[src/rtl/div_pkg.sv]
// Shared definitions for the iterative divider: state encoding, counter sizing
// and the divide-by-zero quotient pattern.
package div_pkg;

    typedef enum logic [1:0] {
        IDLE = 2'd0,
        CALC = 2'd1,
        DONE = 2'd2
    } state_t;

    // Iteration counter width; a 1-bit floor keeps W=2 (and degenerate W) legal.
    function automatic int cw(input int w);
        return (w > 2) ? $clog2(w) : 1;
    endfunction

    localparam logic [31:0] QUOT_ONES = 32'hFFFF_FFFF;

endpackage

[src/rtl/addsub_w.sv]
// N-bit combinational add/subtract with carry out; when sub=1 the borrow is ~cout.
module addsub_w #(
    parameter int N = 9
) (
    input  logic [N-1:0] a,
    input  logic [N-1:0] b,
    input  logic         sub,
    output logic [N-1:0] y,
    output logic         cout
);

    logic [N-1:0] b_eff;

    // Subtraction as a + ~b + 1, so carry out high means no borrow.
    assign b_eff     = sub ? ~b : b;
    assign {cout, y} = {1'b0, a} + {1'b0, b_eff} + {{N{1'b0}}, sub};

endmodule

[src/rtl/vedic_div_seq.sv]
// Iterative restoring unsigned divider, one quotient bit per clock, start/done handshake.
//
// state | meaning
// IDLE  | waiting for start; outputs hold the last result
// CALC  | W restoring iterations, one per cycle
// DONE  | one cycle, done pulses
module vedic_div_seq
    import div_pkg::*;
#(
    parameter int W = 8
) (
    input  logic         clk,
    input  logic         rst,
    input  logic         start,
    input  logic [W-1:0] dividend,
    input  logic [W-1:0] divisor,
    output logic         busy,
    output logic         done,
    output logic [W-1:0] quotient,
    output logic [W-1:0] remainder,
    output logic         div_by_zero
);

    localparam int CW = cw(W);

    state_t        state;
    logic [W:0]    r;
    logic [W-1:0]  q;
    logic [W-1:0]  dvs;
    logic [CW-1:0] count;

    logic [W:0]    r_sh;
    logic [W:0]    t;
    logic          no_borrow;
    logic [W:0]    r_nxt;
    logic [W-1:0]  q_nxt;
    logic          last_iter;
    logic          unused_r_msb;

    assign r_sh = {r[W-1:0], q[W-1]};

    addsub_w #(.N(W + 1)) u_trial_sub (
        .a    (r_sh),
        .b    ({1'b0, dvs}),
        .sub  (1'b1),
        .y    (t),
        .cout (no_borrow)
    );

    assign r_nxt     = no_borrow ? t : r_sh;
    assign q_nxt     = {q[W-2:0], no_borrow};
    assign last_iter = (count == CW'(W - 1));

    // The partial remainder's top bit only matters transiently inside r_sh.
    assign unused_r_msb = r[W];

    always_ff @(posedge clk or posedge rst) begin
        if (rst) begin
            state       <= IDLE;
            r           <= '0;
            q           <= '0;
            dvs         <= '0;
            count       <= '0;
            busy        <= 1'b0;
            done        <= 1'b0;
            quotient    <= '0;
            remainder   <= '0;
            div_by_zero <= 1'b0;
        end else begin
            done <= 1'b0;
            case (state)
                IDLE: begin
                    if (start) begin
                        if (divisor == '0) begin
                            quotient    <= QUOT_ONES[W-1:0];
                            remainder   <= dividend;
                            div_by_zero <= 1'b1;
                            done        <= 1'b1;
                            state       <= DONE;
                        end else begin
                            dvs   <= divisor;
                            r     <= '0;
                            q     <= dividend;
                            count <= '0;
                            busy  <= 1'b1;
                            state <= CALC;
                        end
                    end
                end
                CALC: begin
                    r     <= r_nxt;
                    q     <= q_nxt;
                    count <= count + CW'(1);
                    if (last_iter) begin
                        quotient    <= q_nxt;
                        remainder   <= r_nxt[W-1:0];
                        div_by_zero <= 1'b0;
                        busy        <= 1'b0;
                        done        <= 1'b1;
                        state       <= DONE;
                    end
                end
                DONE:    state <= IDLE;
                default: state <= IDLE;
            endcase
        end
    end

endmodule

[config.mk]
export PLATFORM = sky130hd
export DESIGN_NAME = vedic_div_seq
export DESIGN_NICKNAME = d
export VERILOG_FILES = /design/src/rtl/div_pkg.sv /design/src/rtl/addsub_w.sv /design/src/rtl/vedic_div_seq.sv
export SDC_FILE = /design/constraint.sdc
export NUM_CORES = 1
export LEC_CHECK = 0
export CAP_MARGIN = 30
export CORE_MARGIN = 1
export CORE_UTILIZATION = 50
export CTS_CLUSTER_DIAMETER = 150
export DETAILED_ROUTE_END_ITERATION = 12
export HOLD_SLACK_MARGIN = 0.05
export PLACE_DENSITY = 0.77
export SYNTH_ARGS = -nofsm -noshare
export SYNTH_HDL_FRONTEND = slang
export SYNTH_SLANG_ARGS = --single-unit
[constraint.sdc]
create_clock -name clk -period 3.6 [get_ports clk]
set_clock_uncertainty 0.15 [all_clocks]
set_input_delay 0.72 -clock clk [delete_from_list [all_inputs] [get_ports clk]]
set_output_delay 0.72 -clock clk [all_outputs]
set_load 0.01 [all_outputs]
==> metrics.txt, run 1 <==
status=completed; largest stage delay on the critical path=520 ps; Reg power frac=between 20 and 30%; number of search-and-repair iterations in the first detailed-routing pass=7; post-detailed-route via-to-cell ratio=just over 6; fraction of synthesis flops using an asynchronous set or reset pin=100%; H-tree levels=2; number of pins exceeding their max-slew limit in the final report=0; Cell Int Power=1.85 mW; TritonCTS clock tree=built; post-cts sizing count=0; antenna violations before repair=0; Tightest Pin Transition=851 ps; Critical Path Start Type=register; Clock Latency Late Sink=310 ps; largest net degree at the start of global routing=32; net count of the mapped netlist=327; number of I/O port buffers=37; kind of cell adding the most delay to the critical path=compound AO/OA/AOI/OAI gates; number of top-level design ports=38; root buffer selected by CTS=sky130_fd_sc_hd__clkbuf_8; power spent charging and discharging nets=approximately 1.6 mW; Core Area=about 5200 µm²; sequential area share after synthesis=a little over two fifths; ranking of synthesized cells by instance count=sky130_fd_sc_hd__dfrtp_1 (48), sky130_fd_sc_hd__nor2_1 (38), sky130_fd_sc_hd__nand2_1 (37); slowest library cell on the worst path=sky130_fd_sc_hd__o311a_1; total of max-cap violations=0; FF+latch count, synth=48; DRC violation count after routing=0; count of vias placed by the detailed router=2416; ratio of cells with drive above 1 in the final layout=9.09%; total buffers and inverters traversed by the critical path=0; post-synthesis instance total=297; number of enable-type register cells in the synthesized netlist=0; Syn Std Cell Area=2790 µm²; Arr. time, crit path=approximately 2600 ps; setup repair after global routing missed its margin=false; cell with the most instances after synthesis=sky130_fd_sc_hd__dfrtp_1; GRT Overall Usage=24.8%; critical setup path kind=register to register; final routed wire length divided by cell count=16.9 µm; die outline width=76.7 µm; post-layout net count=359; fmax=0.394 GHz; kind of capture point of the worst setup path=register; areal power density over the cells=1050 nW/µm²; setup tns final=0 ps; leading area contributor after synthesis=sky130_fd_sc_hd__dfrtp_1; combined area of the multi-input logic cells=1430 µm²; Clock Path Buffers=2; synthesis-to-finish area growth=18.1%; total clock buffers created by CTS=5; portion of total power attributed to the clock network=11.8%; Syn Area/Cell=9.40 µm²; switching part of the total power=46.8%; Starting Density=a little over half; Comb power frac=59.3%; number of rows created at floorplan=26; die area=5890 µm²; portion of synthesized cell area occupied by the leading cell type=43.0%; top cells by area, synth=sky130_fd_sc_hd__dfrtp_1 (43%), sky130_fd_sc_hd__nor2_1 (5.1%), sky130_fd_sc_hd__nand2_1 (5.0%); global route overflow=0; most used flip-flop cell after synthesis=sky130_fd_sc_hd__dfrtp_1; RePlAce Congestion=0.877; required time of the critical path=3690 ps; sequential cell area in the final layout=1200 µm²; hold buffer count at cts=0; worst relative slew slack=43.2%; Worst Path Max Fanout=12; clock period minus worst slack=2540 ps; fill count=449; Hold Vio Cnt, Final=0; Unique masters post-synth=55; vias in the first global route=roughly 2400; reported leakage power=~1.4 nW; Diodes inserted=0; Post CTS Setup Buffer Count=0; global-route wire length before repair=11400 µm; iteration-0 DRC count of the detailed router=137; Hold/Removal Path Class=register to register; number of warnings issued by yosys=0; minimum hold slack=342 ps; count of final setup violators=0; detailed placement HPWL=4890 µm; cells along the critical path=ha_1, o21ai_1, a21oi_1, o311a_1, o2111ai_1, a41oi_1; DRT Wirelength=6760 µm; post-detailed-route count of antenna-violating nets=0; part of the cycle the worst path needs=70.5%; clock slew at reported path FFs=roughly 100 ps; vertical die dimension=about 77 µm; TritonCTS sink count=48; peak supply drop=just over 600 µV
-- kinds of logic after synthesis --
kind of cell             count (synthesis)  synth area share [%]
AND/OR/NAND/NOR                        108                  18.6
buffers and inverters                   30                  5.69
AO/OA/AOI/OAI                           94                  25.2
adder cells (fa/ha/maj)                 11                  5.20
multiplexers                             4                  1.61
XOR/XNOR                                 2                 0.627
flip-flops                              48                  43.0
-- metrics by stage --
| step | instance area [µm²] | setup WS [ps] | power (mW) | std cells | util [%] |
|---|---|---|---|---|---|
| final | 3300 | 1060 | 3.47 | 400 | 63.0 |
| after global routing | 3300 | 955 | 3.74 | 400 | 63.0 |
| after CTS | 3300 | 1120 | 3.45 | 400 | 63.0 |
| after detailed placement | 3180 | 789 | 3.03 | 392 | 60.8 |
| after global placement | 3160 | 869 | 2.97 | 391 | 60.4 |
| after floorplan | 2790 | 1480 | 2.48 | 297 | - |
-- final cells by class --
cell class	instances	area share, %
Timing Repair Buffer	40	12.3
Clock buffer	5	2.09
Inverter	15	1.71
Tap cell	70	2.66
Clock inverter	3	1.40
Multi-Input combinational cell	219	43.4
Sequential cell	48	36.4
-- cell usage in the layout (no fill, tap or decap), drive strengths merged, types with 4 or more instances in the layout --
cell | Yosys | layout
clkbuf | 5 | 5
clkdlybuf4s50 | 0 | 37
o2111ai | 6 | 6
nor2 | 40 | 40
inv | 15 | 16
a31oi | 11 | 11
o211ai | 8 | 8
nand3 | 8 | 8
nand4 | 4 | 4
nor3 | 4 | 4
dfrtp | 48 | 48
nand2b | 4 | 4
ha | 10 | 10
nand2 | 37 | 37
o21ai | 20 | 20
a21oi | 15 | 15
-- sequential cells by signal, summed over array words and instances (netlist names), 2 cells and up --
| name | cells |
|---|---|
| dvs | 8 |
| q | 8 |
| quotient | 8 |
| r | 8 |
| remainder | 8 |
| count | 3 |
| state | 2 |
-- per-layer routing --
| layer | global-route usage (%) | vias to the layer above | wire [µm] |
|---|---|---|---|
| met5 | 0 | - | 0 |
| met4 | 11.5 | 0 | 205 |
| met3 | 5.36 | 19 | 442 |
| met2 | 37.1 | 104 | 3180 |
| met1 | 34.3 | 1141 | 2930 |
| li1 | - | 1152 | - |
-- final timing paths --
check	to	depth (start not counted)	slack, ps	from
max	remainder[2]	6	1060	r[2]
min	count[0]	1	340	count[0]
max reg2reg	remainder[2]	6	1060	r[2]
min reg2reg	count[0]	1	340	count[0]
max in group asynchronous	r[6]	3	2240	rst
min in group asynchronous	dvs[2]	2	550	rst
-- power by group through the flow --
stage	sequential, mW	clock, mW	combinational [mW]
floorplan	0.972	0	1.51
global placement	1.01	0	1.96
detailed placement	1.00	0	2.02
CTS	0.995	0.414	2.05
global route	1.03	0.434	2.28
finish	1.00	0.411	2.06
No activity file was read; power rests on OpenSTA's default activity.
==> inputs of run 2 (changes only) <==
clock period = 2.6 ns   (was 3.6 ns; I/O delays follow)
==> metrics.txt, run 2 (synthesized netlist as in run 1, its figures left out) <==
count of vias placed by the detailed router=2396 (was 2416); Core Area=5240 µm² (unchanged); post-cts sizing count=0 (unchanged); setup tns final=0 ps (unchanged); global route hottest layer=met2 (unchanged); Clock Path Buffers=2 (unchanged); Clock Latency Late Sink=320 ps (was 310 ps); die area=5890 µm² (unchanged); worst flop-to-flop path endpoint=remainder[6] (was remainder[2]); required time of the critical path=2680 ps (was 3690 ps); setup ws final=204 ps (was 1060 ps); RePlAce Congestion=0.858 (was 0.877); post-layout net count=371 (was 359); setup repair after global routing missed its margin=false (unchanged); root buffer selected by CTS=sky130_fd_sc_hd__clkbuf_8 (unchanged); R2R depth=8 (was 6); TritonCTS clock tree=built (unchanged); hold buffer count at cts=0 (unchanged); largest net degree at the start of global routing=49 (was 32); status=completed (unchanged); detailed placement HPWL=4860 µm (was 4890 µm); ratio of cells with drive above 1 in the final layout=12.3% (was 9.09%); worst hold path depth=1 (unchanged); vertical die dimension=76.7 µm (unchanged); kind of capture point of the worst setup path=register (unchanged); part of the cycle the worst path needs=92.1% (was 70.5%); GR Util met3=4.29% (was 5.36%); antenna violations before repair=0 (unchanged); number of I/O port buffers=37 (unchanged); startpoint of the worst register-to-register path=q[7] (was r[2]); TritonCTS sink count=48 (unchanged); post-detailed-route via-to-cell ratio=5.82 (was 6.04); Hold Vio Cnt, Final=0 (unchanged); H-tree levels=2 (unchanged); Critical Path Start Type=register (unchanged); GRT Overall Usage=24.1% (was 24.8%); number of rows created at floorplan=26 (unchanged); met1 Track Usage GR=33.8% (was 34.3%); DRC violation count after routing=0 (unchanged); Worst Path Max Fanout=4 (was 12); total clock buffers created by CTS=5 (unchanged); synthesis-to-finish area growth=21.3% (was 18.1%); Hold Startpoint=count[0] (unchanged); clock slew at reported path FFs=90 ps (was 100 ps); number of search-and-repair iterations in the first detailed-routing pass=5 (was 7); reported leakage power=1.43 nW (was 1.37 nW); count of final setup violators=0 (unchanged); number of pins exceeding their max-slew limit in the final report=0 (unchanged); peak supply drop=634 µV (was 614 µV); Hold EP=count[0] (unchanged); minimum hold slack=325 ps (was 342 ps); met2 Track Usage GR=36.5% (was 37.1%); number of top-level design ports=38 (unchanged); areal power density over the cells=1440 nW/µm² (was 1050 nW/µm²); Tightest Pin Transition=607 ps (was 851 ps); pre-CTS setup slack=-61.6 ps (was 789 ps); worst relative slew slack=59.6% (was 43.2%); clock period minus worst slack=2400 ps (was 2540 ps); Hold/Removal Path Class=register to register (unchanged); top library cells by usage in the layout, fill and taps aside=sky130_fd_sc_hd__dfrtp_1 (48), sky130_fd_sc_hd__nor2_1 (38), sky130_fd_sc_hd__nand2_1 (37), sky130_fd_sc_hd__clkdlybuf4s50_1 (37), sky130_fd_sc_hd__a21oi_1 (15) (unchanged); global route overflow=0 (unchanged); DRT Wirelength=6620 µm (was 6760 µm); Post CTS Setup Buffer Count=0 (unchanged); R2R setup slack=200 ps (was 1060 ps); iteration-0 DRC count of the detailed router=137 (unchanged); fmax=0.417 GHz (was 0.394 GHz); vias in the first global route=2335 (was 2364); Diodes inserted=0 (unchanged); global-route wire length before repair=11200 µm (was 11400 µm); final routed wire length divided by cell count=16.1 µm (was 16.9 µm); fill count=418 (was 449); most common cell after layout, fill and taps aside=sky130_fd_sc_hd__dfrtp_1 (unchanged); die outline width=76.7 µm (unchanged); critical setup path kind=register to register (unchanged); post-detailed-route count of antenna-violating nets=0 (unchanged); Arr. time, crit path=2470 ps (was 2620 ps); Starting Density=53.3% (unchanged); total of max-cap violations=0 (unchanged)
-- run 2: area by class of cell --
type	count	area [µm²]	area share, %
Sequential cell	48	1200	35.5
Clock buffer	5	68.8	2.03
Timing Repair Buffer	52	495	14.6
Tap cell	70	87.6	2.58
Inverter	15	56.3	1.66
Clock inverter	3	46.3	1.37
Multi-Input combinational cell	219	1430	42.3
-- run 2: worst max path at each step --
stage / startpoint / end / slack, ps / cells past startpoint
after floorplan: q[7] / remainder[6] / 530 / 8
after CTS: q[7] / remainder[6] / 220 / 8
after global placement: divisor[0] / dvs[0] / 1 / 6
after global routing: q[7] / remainder[6] / 150 / 8
after detailed placement: divisor[0] / dvs[0] / -60 / 6
final: q[7] / remainder[6] / 200 / 8
-- run 2: metal layers --
metal | vias to the layer above | part of all wire, %
li1 | 1172 | -
met1 | 1148 | 47
met2 | 65 | 47
met3 | 11 | 4.6
met4 | 0 | 1.9
met5 | - | 0
-- run 2: power by group --
group | internal, mW | switching (mW)
clock network | 0.290 | 0.274
registers | 1.10 | 0.287
logic | 1.25 | 1.67
total | 2.63 | 2.23
-- run 2: worst max-delay path: stages, from the launching register on --
cell,delay [ps]
sky130_fd_sc_hd__dfrtp_1,380
sky130_fd_sc_hd__inv_1,100
sky130_fd_sc_hd__ha_1,240
sky130_fd_sc_hd__fa_1,380
sky130_fd_sc_hd__nand2b_1,230
sky130_fd_sc_hd__a2111o_1,390
sky130_fd_sc_hd__o311ai_1,150
sky130_fd_sc_hd__o2111ai_1,180
sky130_fd_sc_hd__o211ai_1,120
-- run 2: metrics by stage --
| stage | cell area [µm²] | std cells | util, % | power (mW) |
|---|---|---|---|---|
| 2_1_floorplan | 2790 | 297 | - | 3.44 |
| 3_3_place_gp | 3270 | 404 | 62.5 | 4.19 |
| 3_5_place_dp | 3270 | 404 | 62.5 | 4.26 |
| 4_1_cts | 3390 | 412 | 64.7 | 4.84 |
| 5_1_grt | 3390 | 412 | 64.7 | 5.24 |
| 6_report | 3390 | 412 | 64.7 | 4.87 |
